File: config.mk
export PLATFORM = sky130hd
export DESIGN_NAME = rca_pipelined
export DESIGN_NICKNAME = d
export VERILOG_FILES = /design/src/rtl/rca_pkg.sv /design/src/rtl/full_adder.sv /design/src/rtl/rca_chunk.sv /design/src/rtl/rca_pipelined.sv
export SDC_FILE = /design/constraint.sdc
export NUM_CORES = 1
export LEC_CHECK = 0
export ABC_CLOCK_PERIOD_IN_PS = 3700
export CAP_MARGIN = 20
export CORE_MARGIN = 2
export CORE_UTILIZATION = 33
export DETAILED_ROUTE_END_ITERATION = 7
export GPL_TIMING_DRIVEN = 1
export PLACE_DENSITY = 0.51
export SLEW_MARGIN = 20
export SYNTH_ARGS = -nofsm -noshare
export SYNTH_HDL_FRONTEND = slang
export SYNTH_HIERARCHICAL = 1
export SYNTH_SLANG_ARGS = --single-unit
File: constraint.sdc
create_clock -name clk -period 3.7 [get_ports clk]
set_input_delay 0.74 -clock clk [delete_from_list [all_inputs] [get_ports clk]]
set_output_delay 0.74 -clock clk [all_outputs]
set_load 0.01 [all_outputs]
File: src/rtl/rca_pkg.sv
// rca_pkg
// Shared constants and helpers for the pipelined ripple-carry adder.
//   DEFAULT_WIDTH / DEFAULT_CHUNK : default operand width and bits per stage
//   stages()                      : number of pipeline stages (= latency)
//   width_ok()                    : true when WIDTH splits evenly into CHUNKs
package rca_pkg;

    localparam int DEFAULT_WIDTH = 16;
    localparam int DEFAULT_CHUNK = 4;

    function automatic int stages(input int width, input int chunk);
        return width / chunk;
    endfunction

    function automatic bit width_ok(input int width, input int chunk);
        return (chunk > 0) && (width >= chunk) && ((width % chunk) == 0);
    endfunction

endpackage

File: src/rtl/full_adder.sv
// full_adder
// One-bit full adder cell used as the building block of every ripple slice.
//   a, b, cin : addend bits and carry in
//   s, cout   : sum bit and carry out
module full_adder (
    input  logic a,
    input  logic b,
    input  logic cin,
    output logic s,
    output logic cout
);

    assign s    = a ^ b ^ cin;
    assign cout = (a & b) | (cin & (a ^ b));

endmodule

File: src/rtl/rca_chunk.sv
// rca_chunk
// Combinational CHUNK-bit ripple adder made of full_adder cells.
//   a, b  : CHUNK-bit slices of the operands
//   cin   : carry into bit 0
//   s     : CHUNK-bit sum
//   cout  : carry out of the MSB
//   cmsb  : carry into the MSB (paired with cout to detect signed overflow)
module rca_chunk
    import rca_pkg::*;
#(
    parameter int CHUNK = DEFAULT_CHUNK
) (
    input  logic [CHUNK-1:0] a,
    input  logic [CHUNK-1:0] b,
    input  logic             cin,
    output logic [CHUNK-1:0] s,
    output logic             cout,
    output logic             cmsb
);

    logic [CHUNK:0] carry;

    assign carry[0] = cin;

    for (genvar i = 0; i < CHUNK; i++) begin : g_bit
        full_adder u_fa (
            .a   (a[i]),
            .b   (b[i]),
            .cin (carry[i]),
            .s   (s[i]),
            .cout(carry[i+1])
        );
    end

    assign cout = carry[CHUNK];
    assign cmsb = carry[CHUNK-1];

endmodule

File: src/rtl/rca_pipelined.sv
// rca_pipelined
// Pipelined ripple-carry adder/subtractor. Each CHUNK-bit slice of the
// operation is resolved in its own stage, so one operation is accepted per
// enabled cycle and its result appears STAGES enabled edges later.
//   clk       : clock, rising edge
//   reset     : synchronous active-high, clears all pipeline state
//   enable    : 1 advances the pipeline, 0 holds every register
//   valid_in  : qualifies A, B, Cin, sub
//   A, B      : WIDTH-bit operands
//   Cin       : carry in (add mode only)
//   sub       : 0 = A + B + Cin, 1 = A - B
//   Q         : {carry out, WIDTH-bit result}
//   valid_out : one-cycle pulse when Q/overflow carry a new result
//   overflow  : two's-complement overflow of the WIDTH-bit result
module rca_pipelined
    import rca_pkg::*;
#(
    parameter int WIDTH = DEFAULT_WIDTH,
    parameter int CHUNK = DEFAULT_CHUNK
) (
    input  logic             clk,
    input  logic             reset,
    input  logic             enable,
    input  logic             valid_in,
    input  logic [WIDTH-1:0] A,
    input  logic [WIDTH-1:0] B,
    input  logic             Cin,
    input  logic             sub,
    output logic [WIDTH:0]   Q,
    output logic             valid_out,
    output logic             overflow
);

    localparam int STAGES = stages(WIDTH, CHUNK);

    if (!width_ok(WIDTH, CHUNK)) begin : g_bad_width
        $error("rca_pipelined: WIDTH must be a non-zero multiple of CHUNK");
    end

    // Subtraction is A + ~B + 1, so B is inverted once at the entry and the
    // forced carry-in provides the +1.
    logic [WIDTH-1:0] b_eff;
    assign b_eff = sub ? ~B : B;

    logic             cmsb_last;
    logic [WIDTH-1:0] fin_sum;
    logic             fin_cout;
    logic             fin_ovf;
    logic             fin_valid;

    // Stage k sees the operand bits from chunk k upwards (a_op/b_op), the
    // carry from stage k-1 and the low sum chunks already finished. Stage 0
    // takes these straight from the inputs; later stages own a register that
    // captures the previous stage's results, which forms the operand skew.
    for (genvar k = 0; k < STAGES; k++) begin : g_stage
        localparam int OPW = WIDTH - k * CHUNK;

        logic [OPW-1:0]         a_op;
        logic [OPW-1:0]         b_op;
        logic                   c_op;
        logic                   v_op;
        logic [CHUNK-1:0]       s_c;
        logic                   cout_c;
        logic [(k+1)*CHUNK-1:0] sum_all;

        if (k == 0) begin : g_head
            assign a_op    = A;
            assign b_op    = b_eff;
            assign c_op    = sub | Cin;
            assign v_op    = valid_in;
            assign sum_all = s_c;
        end else begin : g_reg
            localparam int PREV_OPW = WIDTH - (k - 1) * CHUNK;

            logic [k*CHUNK-1:0] sum_q;

            // Stage register: moves the previous stage's carry, finished sum
            // chunks and still-pending operand chunks one step down the pipe.
            always_ff @(posedge clk) begin
                if (reset) begin
                    v_op  <= 1'b0;
                    c_op  <= 1'b0;
                    a_op  <= '0;
                    b_op  <= '0;
                    sum_q <= '0;
                end else if (enable) begin
                    v_op  <= g_stage[k-1].v_op;
                    c_op  <= g_stage[k-1].cout_c;
                    a_op  <= g_stage[k-1].a_op[PREV_OPW-1:CHUNK];
                    b_op  <= g_stage[k-1].b_op[PREV_OPW-1:CHUNK];
                    sum_q <= g_stage[k-1].sum_all;
                end
            end

            assign sum_all = {s_c, sum_q};
        end

        if (k == STAGES - 1) begin : g_last
            rca_chunk #(.CHUNK(CHUNK)) u_chunk (
                .a   (a_op[CHUNK-1:0]),
                .b   (b_op[CHUNK-1:0]),
                .cin (c_op),
                .s   (s_c),
                .cout(cout_c),
                .cmsb(cmsb_last)
            );
        end else begin : g_mid
            logic cmsb_unused;

            rca_chunk #(.CHUNK(CHUNK)) u_chunk (
                .a   (a_op[CHUNK-1:0]),
                .b   (b_op[CHUNK-1:0]),
                .cin (c_op),
                .s   (s_c),
                .cout(cout_c),
                .cmsb(cmsb_unused)
            );
        end
    end

    // Register after the last slice; overflow is resolved here because only
    // the top slice knows both the carry into and out of the MSB.
    always_ff @(posedge clk) begin
        if (reset) begin
            fin_valid <= 1'b0;
            fin_sum   <= '0;
            fin_cout  <= 1'b0;
            fin_ovf   <= 1'b0;
        end else if (enable) begin
            fin_valid <= g_stage[STAGES-1].v_op;
            fin_sum   <= g_stage[STAGES-1].sum_all;
            fin_cout  <= g_stage[STAGES-1].cout_c;
            fin_ovf   <= cmsb_last ^ g_stage[STAGES-1].cout_c;
        end
    end

    // Output registers only take real results; bubbles and stalls leave the
    // last result visible, and valid_out pulses once per delivered result.
    always_ff @(posedge clk) begin
        if (reset) begin
            Q         <= '0;
            overflow  <= 1'b0;
            valid_out <= 1'b0;
        end else begin
            valid_out <= enable & fin_valid;
            if (enable && fin_valid) begin
                Q        <= {fin_cout, fin_sum};
                overflow <= fin_ovf;
            end
        end
    end

endmodule

# After elaboration in Yosys (flattened, before gate mapping)
# Index checks and enable logic that the tools add are counted.
[totals]
latchBits = 0
ram_bits = 0
wordCells = 108
input_bits = 38
out_inout_bits = 19
regBits = 116
romBits = 0
mem_count = 0
[op_classes]
addsub = 0
mul = 0
div_mod_pow = 0
n_shift = 0
bitwise_logic = 84
mux = 1
magnitude_cmp = 0
eq_ne = 0
reduce_logical = 1
[ops]
columns = ["cell", "count"]
rows = [
  ["bitwise AND 1 bit", 33],
  ["bitwise XOR 1 bit", 33],
  ["OR 1 bit", 17],
  ["two-way mux 16 bit", 1],
  ["inverter 16 bit", 1],
  ["logical AND 1 bit", 1],
]

# Longest topological paths before layout
[logic_depth]
depth_word = 11
mapped_depth = 9
mapped_depth_nobuf = 7

# Cells and area by module
# Netlist, hierarchy kept.
[modules_own_cells]
columns = ["mod", "cells_per_inst", "n_inst", "seq_area_each_um2", "area_each_um2"]
rows = [
  ["rca_pipelined", 419, 1, 2322.2, 4414.2],
  ["full_adder", 1, 16, 0.0, 20.0],
]

# Worst setup path before layout
# Ideal clock, no wire load.
[synth_path]
path_type = "input to register"
startpoint = "in sub"
endpoint = "reg g_stage[1].g_reg.sum_q[3]"
path_buffers = 2
required_ps = 3572
setup_time_ps = 128
t_arrival_ps = 3026
path_slack_ps = 546
stages = 9
path_cell_list = "buf_6 -> buf_8 -> or2_2 -> fa_1 -> fa_1 -> fa_1 -> fa_1 -> mux2i_1 -> nor2_1"
[synth_between]
word_cells_on_any_way = 16
cone_classes = "mux: 1; bitwise: 15"
[synth_lines]
columns = ["item", "line_no", "text"]
rows = [
  ["start: declaration", "rca_pipelined.sv:28", "input logic sub,"],
  ["OR 1 bit", "rca_pipelined.sv:69", "assign c_op = sub | Cin;"],
  ["net g_stage[0].c_op", "rca_pipelined.sv:60", "logic c_op;"],
  ["bitwise AND 1 bit", "full_adder.sv:14", "assign cout = (a & b) | (cin & (a ^ b));"],
  ["OR 1 bit", "full_adder.sv:14", ""],
  ["net g_stage[0].g_mid.u_chunk.carry[1]", "rca_chunk.sv:21", "logic [CHUNK:0] carry;"],
  ["bitwise AND 1 bit", "full_adder.sv:14", ""],
  ["OR 1 bit", "full_adder.sv:14", ""],
  ["net g_stage[0].g_mid.u_chunk.carry[2]", "rca_chunk.sv:21", ""],
  ["bitwise AND 1 bit", "full_adder.sv:14", ""],
  ["OR 1 bit", "full_adder.sv:14", ""],
  ["net g_stage[0].g_mid.cmsb_unused", "rca_pipelined.sv:108", "logic cmsb_unused;"],
  ["bitwise XOR 1 bit", "full_adder.sv:13", "assign s = a ^ b ^ cin;"],
  ["net g_stage[0].s_c[3]", "rca_pipelined.sv:62", "logic [CHUNK-1:0] s_c;"],
  ["end signal: assignment", "rca_pipelined.sv:91", "sum_q <= g_stage[k-1].sum_all;"],
  ["end: declaration", "rca_pipelined.sv:75", "logic [k*CHUNK-1:0] sum_q;"],
]
# The timed path passes the listed nets, and every way through them passes these cells.
# A chain may end at the register's enable or synchronous reset.

# Worst setup path in the final report
# Same ends and word-level chain as after synthesis.

==> load_flow_metrics.sql <==
INSERT INTO impl_metrics (metric_group, metric, value, unit) VALUES
('sta', 'timing.final.hold_violations', '0', ''),
('clock_tree', 'clock_path_buffers', '2', ''),
('critical_path', 'cp.required', '3.97', 'ns'),
('floorplanning', 'floorplan.io_pins', '57', ''),
('global_routing', 'grt_antenna_before_repair', '0', ''),
('sta', 'maxSlewHeadroom', '50.2', '%'),
('clock_tree', 'cts_sinks', '116', ''),
('global_routing', 'grt_start_max_net_pins', '117', ''),
('sta', 'unrepaired_setup_endpoints_after_global_routing', 'no', ''),
('critical_path', 'largest_fanout_on_the_critical_path', '3', ''),
('global_routing', 'track_usage', '11.9', '%'),
('critical_path', 'r2r_setup_slack', '1.25', 'ns'),
('clock_tree', 'htree_levels', '4', ''),
('routing', 'drt_iter0_drc', '197', ''),
('clock_tree', 'cts_made_buffers', '17', ''),
('clock_tree', 'clk_root_buffer_cell', 'clkbuf_16', ''),
('power_and_ir_drop', 'ir_drop', '0.251', 'mV'),
('synthesis', 'synthesis.area', '4730', 'µm²'),
('critical_path', 'crit_type', 'in2reg', ''),
('floorplanning', 'design.core.area', '13900', 'µm²'),
('synthesis', 'yosys.cell_types.count', '19', ''),
('routing', 'detail-route-antenna-nets', '0', ''),
('sta', 'setup_tns', '0', 'ns'),
('routing', 'detailedRoute.firstPassIterationCount', '4', ''),
('clock_tree', 'tritoncts', 'built', ''),
('clock_tree', 'worstSkewPairLatency', '0.40', 'ns'),
('cells_and_area', 'number_of_inserted_diodes', '0', ''),
('global_routing', 'grt_first_pass_wirelength', '14000', 'µm'),
('placed_design', 'post-dp-hpwl', '5360', 'µm'),
('synthesis', 'synth_cells', '435', ''),
('routing', 'via_count', '2946', ''),
('placed_design', 'placement.io_buffers', '56', ''),
('min_path', 'hold_path_class', 'reg2reg', ''),
('placed_design', 'globalplace.congestion', '0.673', ''),
('status', 'outcome', 'finished clean', ''),
('flow_run', 'maxCapViolations', '0', ''),
('critical_path', 'critical_path_arrival', '3.35', 'ns'),
('sta', 'final.min_clock_period', '3.08', 'ns'),
('critical_path', 'worst_r2r_end', 'fin_ovf$_SDFFE_PP0P_', ''),
('cells_and_area', 'areaGrowthSynthToFinish', '23.6', '%'),
('floorplanning', 'die-area', '15300', 'µm²'),
('routing', 'detail_route.wirelength', '8470', 'µm'),
('critical_path', 'origin_of_the_critical_flop_to_flop_path', 'g_stage[3].a_op[0]$_SDFFE_PP0P_', ''),
('cells_and_area', 'multi_input_area', '2160', 'µm²'),
('routing', 'routedWlPerCell', '12.6', 'µm'),
('floorplanning', 'chipWidth', '124', 'µm'),
('routing', 'drcViolationCount', '0', ''),
('cells_and_area', 'regArea', '2320', 'µm²'),
('power_and_ir_drop', 'power-per-cell-area', '511', 'nW/µm²'),
('clock_tree', 'ctsResizeCount', '0', ''),
('cells_and_area', 'final_nets', '536', ''),
('clock_tree', 'path_clk_slew', '0.05', 'ns'),
('sta', 'final.period_utilization', '83.3', '%'),
('clock_tree', 'post_cts.repair.setup_buffers', '0', ''),
('synthesis', 'synth_sequential_area_ratio', '49.0', '%'),
('global_routing', 'number_of_global_route_vias_before_repair', '2731', ''),
('floorplanning', 'chipHeight', '124', 'µm'),
('clock_tree', 'cts-hold-fix-buffers', '0', ''),
('synthesis', 'avgSynthCellArea', '10.9', 'µm²'),
('sta', 'final.hold.worst_slack', '0.473', 'ns'),
('synthesis', 'syn_nets', '489', ''),
('critical_path', 'cp-start-kind', 'primary input', ''),
('cells_and_area', 'proportion_of_layout_cells_with_a_drive_suffix_above_1', '11.8', '%'),
('routing', 'viasPerCell', '4.38', ''),
('global_routing', 'sum_of_overflow_across_all_layers_after_global_routing', '0', ''),
('synthesis', 'yosys_warnings', '6', ''),
('sta', 'fin_skew', '0.00844', 'ns'),
('power_and_ir_drop', 'power_leakage', '2.44', 'nW'),
('synthesis', 'ys_ff_latch', '116', ''),
('min_path', 'hold_depth', '2', ''),
('floorplanning', 'placementRows', '43', ''),
('sta', 'timing.fmax', '325', 'MHz'),
('min_path', 'worst_hold_path.endpoint', 'Q[16]$_SDFFE_PP0P_', ''),
('critical_path', 'reg2reg_depth', '6', ''),
('critical_path', 'timing.critical_path.to_type', 'flip-flop', ''),
('cells_and_area', 'layout.filler_cells', '1341', ''),
('sta', 'maxSlewViolCount', '0', ''),
('min_path', 'min-delay-start', 'fin_cout$_SDFFE_PP0P_', ''),
('floorplanning', 'floorplan.initialDensity', '34.0', '%'),
('sta', 'finalSetupViolCount', '0', ''),
('sta', 'worst_slew_pin_slew', '0.748', 'ns');
==> area by class of cell <==
type / instances / share of cell area, %
clock buffers: 23 / 8.34
well taps: 180 / 3.85
repair buffers: 63 / 10.7
clock inverters: 6 / 0.513
flip-flops and latches: 116 / 39.7
multi-input cells: 284 / 36.9
==> logic make-up (layout without fill, tap and decap cells) <==
| kind of cell | Yosys count | after routing | share of synthesized area [%] |
|---|---|---|---|
| AOI/OAI and AO/OA | 49 | 49 | 8.09 |
| xor gates and xnor gates | 17 | 17 | 3.14 |
| adders and majority gates | 16 | 16 | 6.77 |
| buffers and inverters | 35 | 92 | 5.31 |
| DFF | 116 | 116 | 49.0 |
| muxes | 84 | 84 | 17.8 |
| and+or+nand+nor | 118 | 118 | 9.88 |
==> report_power, final <==
part	internal [mW]	switching [mW]	total, mW
registers	1.30	0.0333	1.34
clock network	0.905	0.520	1.42
logic	0.117	0.110	0.227
==> through the flow <==
stage	utilization [%]	cells	setup WS [ns]	cell area, µm²	power (mW)
after global placement	38.3	643	0.225	5330	1.59
after CTS	42.0	672	0.621	5850	3.04
after detailed placement	38.3	643	0.180	5330	1.59
final	42.0	672	0.619	5850	2.99
after global routing	42.0	672	0.532	5850	3.12
after floorplan	-	435	0.546	4730	1.52
==> synthesized netlist by cell type <==
library cell,count,area [µm²]
dfxtp_1,116,2320
nor2_1,98,368
mux2i_1,84,841
a21oi_1,18,90.1
nand3_1,18,90.1
a21bo_2,17,170
fa_1,16,320
xnor2_1,13,114
buf_2,12,60.1
buf_6,11,124
a211oi_1,10,75.1
clkbuf_1,8,30.0
xor2_1,4,35.0
a211oi_2,3,37.5
buf_4,3,22.5
a21bo_1,1,10.0
buf_8,1,15.0
nand2_1,1,3.75
or2_2,1,6.26
==> layout by cell type, fill, tap and decap left out, drive strengths merged <==
cell type	n
dfxtp	116
nor2	98
mux2i	84
clkdlybuf4s50	54
clkbuf	23
nand3	18
a21oi	18
a21bo	18
fa	16
xnor2	13
a211oi	13
buf	9
clkinv	6
xor2	4
or2	1
nand2	1
==> layer usage <==
layer | GRT usage, % | up-vias | share of wire, %
li1 | - | 1564 | -
met1 | 17.3 | 1317 | 56
met2 | 15.1 | 58 | 38
met3 | 4.26 | 7 | 5.1
met4 | 6.18 | 0 | 1.4
met5 | 0 | - | 0
==> critical path, stage by stage <==
cell             delay [ns]
clkdlybuf4s50_1        0.49
or2_2                  0.34
fa_1                   0.38
fa_1                   0.39
fa_1                   0.39
fa_1                   0.44
mux2i_1                0.14
nor2_1                 0.05
==> state kept, by name (all words and copies together), names as in the netlist <==
| signal | flops |
|---|---|
| g_stage.v_op | 3 |
| fin_cout | 1 |
| valid_out | 1 |
| Q | 17 |
| overflow | 1 |
| g_stage.a_op | 24 |
| g_stage.c_op | 3 |
| g_stage.g_reg.sum_q | 24 |
| fin_ovf | 1 |
| g_stage.b_op | 24 |
| fin_valid | 1 |
| fin_sum | 16 |
==> how the worst max path moves through the flow <==
stage / to / from / slack (ns)
2_1_floorplan: g_stage[1].g_reg.sum_q[3]$_SDFFE_PP0P_ / sub / 0.55
3_3_place_gp: g_stage[1].g_reg.sum_q[3]$_SDFFE_PP0P_ / sub / 0.23
3_5_place_dp: g_stage[1].g_reg.sum_q[3]$_SDFFE_PP0P_ / sub / 0.18
4_1_cts: g_stage[1].g_reg.sum_q[3]$_SDFFE_PP0P_ / sub / 0.62
5_1_grt: g_stage[1].g_reg.sum_q[3]$_SDFFE_PP0P_ / sub / 0.53
6_report: g_stage[1].g_reg.sum_q[3]$_SDFFE_PP0P_ / sub / 0.62
Note: power is estimated with default switching activity, not from simulation.
==> edit 1, RTL diff (same flow settings) <==
Set the package constant `DEFAULT_WIDTH` to 32 (it was 16).
--- a/src/rtl/rca_pkg.sv
+++ b/src/rtl/rca_pkg.sv
@@ -5,7 +5,7 @@
 //   width_ok()                    : true when WIDTH splits evenly into CHUNKs
 package rca_pkg;
 
-    localparam int DEFAULT_WIDTH = 16;
+    localparam int DEFAULT_WIDTH = 32;
     localparam int DEFAULT_CHUNK = 4;
 
     function automatic int stages(input int width, input int chunk);
Ports: changed (resized A, B and Q); port bits go from 57 to 105. No check against the original RTL was run, so the function may have changed too.
==> edit 1 against the unedited design <==
- wire length grew to 3.5 times the old value
- power grew to 3.3 times the old value
- sequential cell count is 304 higher
- design area grew to 3.3 times the old value
- non-clock buffer count is 59 higher
- setup slack better by 0.33 ns
- final cell count grew to 3.3 times the old value
- area after synthesis grew to 3.4 times the old value
- highest routed layer unchanged
==> edit 1: results (changes against the unedited design) <==
* Max VDD drop at 0.000268 V (was 0.000251 V)
* Asr flop ratio synth at 0 (unchanged)
* Vias at 9707 (was 2946)
* Vias per cell at 4.35 (was 4.38)
* Skew final at 0.0100 ns (was 0.00844 ns)
* Layout fillers at 4728 (was 1341)
* Inserted Clock Buffers at 47 (was 17)
* DP Worst Slack at 0.360 ns (was 0.180 ns)
* Vias in the first global route at 9157 (was 2731)
* Most area-consuming cells after synthesis: dfxtp_1, mux2i_1, nor2_1 (unchanged)
* Largest stage delay, worst path at 0.44 ns (was 0.49 ns)
* P_sw at 2170 uW (was 663 uW)
* Post-synth net total at 1575 (was 489)
* Clock Path Buffers at 3 (was 2)
* Global placer's final weighted congestion at 0.659 (was 0.673)
* Top_reg_cell synth: dfxtp_1 (unchanged)
* Area taken by multi-input logic gates at 7020 um^2 (was 2160 um^2)
* Worst-margin pin slew at 1.06 ns (was 0.748 ns)
* DP HPWL at 18400 um (was 5360 um)
* Largest net degree at the start of global routing at 98 (was 117)
* Synth cell count leaders: dfxtp_1, nor2_1, mux2i_1 (unchanged)
* Status: finished, final reports clean (unchanged)
* Seq/Total Area, Yosys at 0.517 (was 0.490)
* First-pass GRT wire length at 49400 um (was 14000 um)
* Distinct cell type count after synthesis at 20 (was 19)
* Slowest CP cell: fa_1 (was clkdlybuf4s50_1)
* Number of DRC markers in iteration 0 at 599 (was 197)
* Layout cells sized above 1 at 0.0882 (was 0.118)
* IO Port Bufs at 104 (was 56)
* CP arrival at 3.19 ns (was 3.35 ns)
* Antenna cell count at 0 (unchanged)
* DP Cell Count at 2146 (was 643)
* Routed WL at 29600 um (was 8470 um)
* Htree depth at 2 (was 4)
* Biggest regs: g_stage.a_op: 112 flops, g_stage.b_op: 112 flops, g_stage.g_reg.sum_q: 112 flops (was g_stage.a_op: 24 flops, g_stage.b_op: 24 flops, g_stage.g_reg.sum_q: 24 flops)
* Mapped Avg Cell Area at 11.0 um^2 (was 10.9 um^2)
* Worst skew pair latency at 0.56 ns (was 0.40 ns)
* Total Routing Usage GR at 0.117 (was 0.119)
* Initial antenna violation count at 0 (unchanged)
* LEAKAGE at 0.00797 uW (was 0.00244 uW)
* Instance area after placement at 17500 um^2 (was 5330 um^2)
* CP Max Fanout at 1 (was 3)
## edit 1: cell count changes after synthesis, moves of 16 or more
cell      delta
a21bo_1     +29
a21oi_2     +30
buf_6       +38
clkbuf_1    +21
dfxtp_1    +304
fa_1        +16
mux2i_1    +272
nand3_1     +16
nor2_1     +288
xnor2_1     +16
## edit 1: worst paths after layout
kind                      start                   endpoint  slack (ns)  depth (start not counted)
max                         Cin  g_stage[1].g_reg.sum_q[3]        0.95                          8
min                     fin_ovf                   overflow        0.47                          2
max reg2reg  g_stage[7].a_op[0]                    fin_ovf        1.23                          6
min reg2reg             fin_ovf                   overflow        0.47                          2
## edit 1: area by class of cell
cell class,count,share of cell area
flip-flops and latches,420,0.442
repair buffers,122,0.0673
multi-input cells,940,0.369
clock buffers,69,0.0709
clock inverters,14,0.00730
well taps,664,0.0437
## edit 1: cells by family (layout without fill, tap and decap cells)
family | Yosys count | count (layout) | synth area share
compound gates | 97 | 97 | 0.0551
xor+xnor | 33 | 33 | 0.0178
fa+ha+maj | 32 | 32 | 0.0394
buf+inv | 113 | 205 | 0.0514
flops | 420 | 420 | 0.517
mux | 356 | 356 | 0.219
simple gates | 422 | 422 | 0.100
## edit 1: worst register-to-register path, cell delays in order, from the launching register on
cell and delay [ns]:
dfxtp_1 0.33, fa_1 0.45, fa_1 0.39, fa_1 0.43, fa_1 0.43, xnor2_1 0.15, a211oi_1 0.22
## edit 1: routing by layer
metal  up-vias  GRT usage  share of wire
met4         0     0.0357          0.020
met2       128      0.155           0.37
li1       5082          -              -
met5         -          0              0
met1      4452      0.181           0.56
met3        45     0.0297          0.043
## edit 1: power by group through the flow
stage	registers, uW	clock network (uW)	logic (uW)
global placement	4790	0	579
floorplan	4770	0	470
CTS	4690	4640	589
global route	4700	4810	641
detailed placement	4790	0	586
finish	4690	4460	579
==> edit 2, RTL diff (same flow settings) <==
Made on the original files. The output `valid_out` loses its register stage (`valid_out` becomes a continuous assignment). Comments in the files are not updated.
--- a/src/rtl/rca_pipelined.sv
+++ b/src/rtl/rca_pipelined.sv
@@ -140,9 +140,7 @@
         if (reset) begin
             Q         <= '0;
             overflow  <= 1'b0;
-            valid_out <= 1'b0;
         end else begin
-            valid_out <= enable & fin_valid;
             if (enable && fin_valid) begin
                 Q        <= {fin_cout, fin_sum};
                 overflow <= fin_ovf;
@@ -150,5 +148,7 @@
         end
     end
 
+    assign valid_out = enable & fin_valid;
+
 endmodule
 
Check against the original RTL: not equivalent (Yosys sat finds a counterexample within 10 cycles, from zero or initial values and one cycle with reset high).
==> edit 2 against the unedited design <==
- setup slack lost 0.096 ns
- design area grew 0.32%
- area after synthesis shrank 0.42%
- largest cell class unchanged
- final cell count shrank 0.74%
- sequential share of layout area shrank 0.49 points
- clock power grew 7%
- power grew 2.9%
- register-to-register slack lost 0.06 ns
- sequential cell count shrank 1
- wire length shrank 1.9%
- synthesized cell count shrank 0.46%
- combinational power grew 2%
==> edit 2: results (changes against the unedited design) <==
* Multi-input comb cells at 283 (was 284)
* NonClk Buf Share at 0.106 (was 0.107)
* Clock network power at 1520 uW (was 1420 uW)
* Cell family with most CP delay: adder cells (unchanged)
* Compound-Gate Fraction of Synth Area at 0.0812 (was 0.0809)
* Worst-margin pin slew at 0.832 ns (was 0.748 ns)
* Max VDD drop at 0.000225 V (was 0.000251 V)
* Pwr Total at 3070 uW (was 2990 uW)
* Post-synth net total at 487 (was 489)
* Number of DRC markers in iteration 0 at 217 (was 197)
* Vias in the first global route at 2816 (was 2731)
* Area taken by multi-input logic gates at 2160 um^2 (about the same)
* Routed WL at 8300 um (was 8470 um)
* Most area-consuming cells after synthesis: dfxtp_1, mux2i_1, nor2_1 (unchanged)
* DP HPWL at 5190 um (was 5360 um)
* Proportion of synthesized area in mux cells at 0.178 (about the same)
* Bufs w/o clock at 60 (was 63)
* Highest attainable clock frequency at 315 MHz (was 325 MHz)
* Total Routing Usage GR at 0.117 (was 0.119)
* Seq/Total Area, Yosys at 0.488 (was 0.490)
* Flop-to-flop setup slack at 1.19 ns (was 1.25 ns)
* Hold-critical path endpoint: overflow (was Q[16])
* Instance area after placement at 5310 um^2 (was 5330 um^2)
* Sequential Area at 2300 um^2 (was 2320 um^2)
* DP Cell Count at 638 (was 643)
* DP Worst Slack at 0.115 ns (was 0.180 ns)
* Finished Layout Cells at 667 (was 672)
* Register share of the cell area at 0.392 (was 0.397)
* Layout Nets at 531 (was 536)
* Synth cell count leaders: dfxtp_1, nor2_1, mux2i_1 (unchanged)
* Layout fillers at 1331 (was 1341)
* CP Max Fanout at 4 (was 3)
* First-pass GRT wire length at 13900 um (was 14000 um)
* Cells after Synth at 433 (was 435)
* Adder-cell share of the synthesized area at 0.0679 (was 0.0677)
* CP arrival at 3.45 ns (was 3.35 ns)
* Global placer's final weighted congestion at 0.672 (was 0.673)
* Int Pwr at 2420 uW (was 2330 uW)
* Layout clock area frac at 0.0957 (was 0.0885)
* LEAKAGE at 0.00244 uW (about the same)
* Status: finished, final reports clean (unchanged)
* Layout cells sized above 1 at 0.113 (was 0.118)
* Largest net degree at the start of global routing at 147 (was 117)
* Vias per cell at 4.44 (was 4.38)
* Hold path startpoint: fin_ovf (was fin_cout)
* Largest stage delay, worst path at 0.53 ns (was 0.49 ns)
* Synth-to-layout area growth at 24.5% (was 23.6%)
* XOR/XNOR Fraction of Synth Area at 0.0316 (was 0.0314)
* CLK BUF at 24 (was 23)
* Skew final at 0.00495 ns (was 0.00844 ns)
-- edit 2: cell types whose count changed after synthesis, sizes merged --
cell / unedited run / this run
buf: 27 / 28
dfxtp: 116 / 115
nor2: 98 / 97
clkbuf: 8 / 7
and2: 0 / 1
nand2: 1 / 0
-- edit 2: worst max path at each step --
stage | from | to | cells past startpoint
after floorplan | sub | g_stage[1].g_reg.sum_q[3] | 9
after global placement | sub | g_stage[1].g_reg.sum_q[3] | 8
after detailed placement | sub | g_stage[1].g_reg.sum_q[3] | 8
after CTS | sub | g_stage[1].g_reg.sum_q[3] | 8
after global routing | sub | g_stage[1].g_reg.sum_q[3] | 8
final | sub | g_stage[1].g_reg.sum_q[3] | 8
-- edit 2: routing by layer --
layer | routed length, um | part of all wire | track usage
met2 | 3390 | 0.41 | 0.163
met4 | 119 | 0.014 | 0.0575
met5 | 0 | 0 | 0
met3 | 340 | 0.041 | 0.0355
met1 | 4450 | 0.54 | 0.164
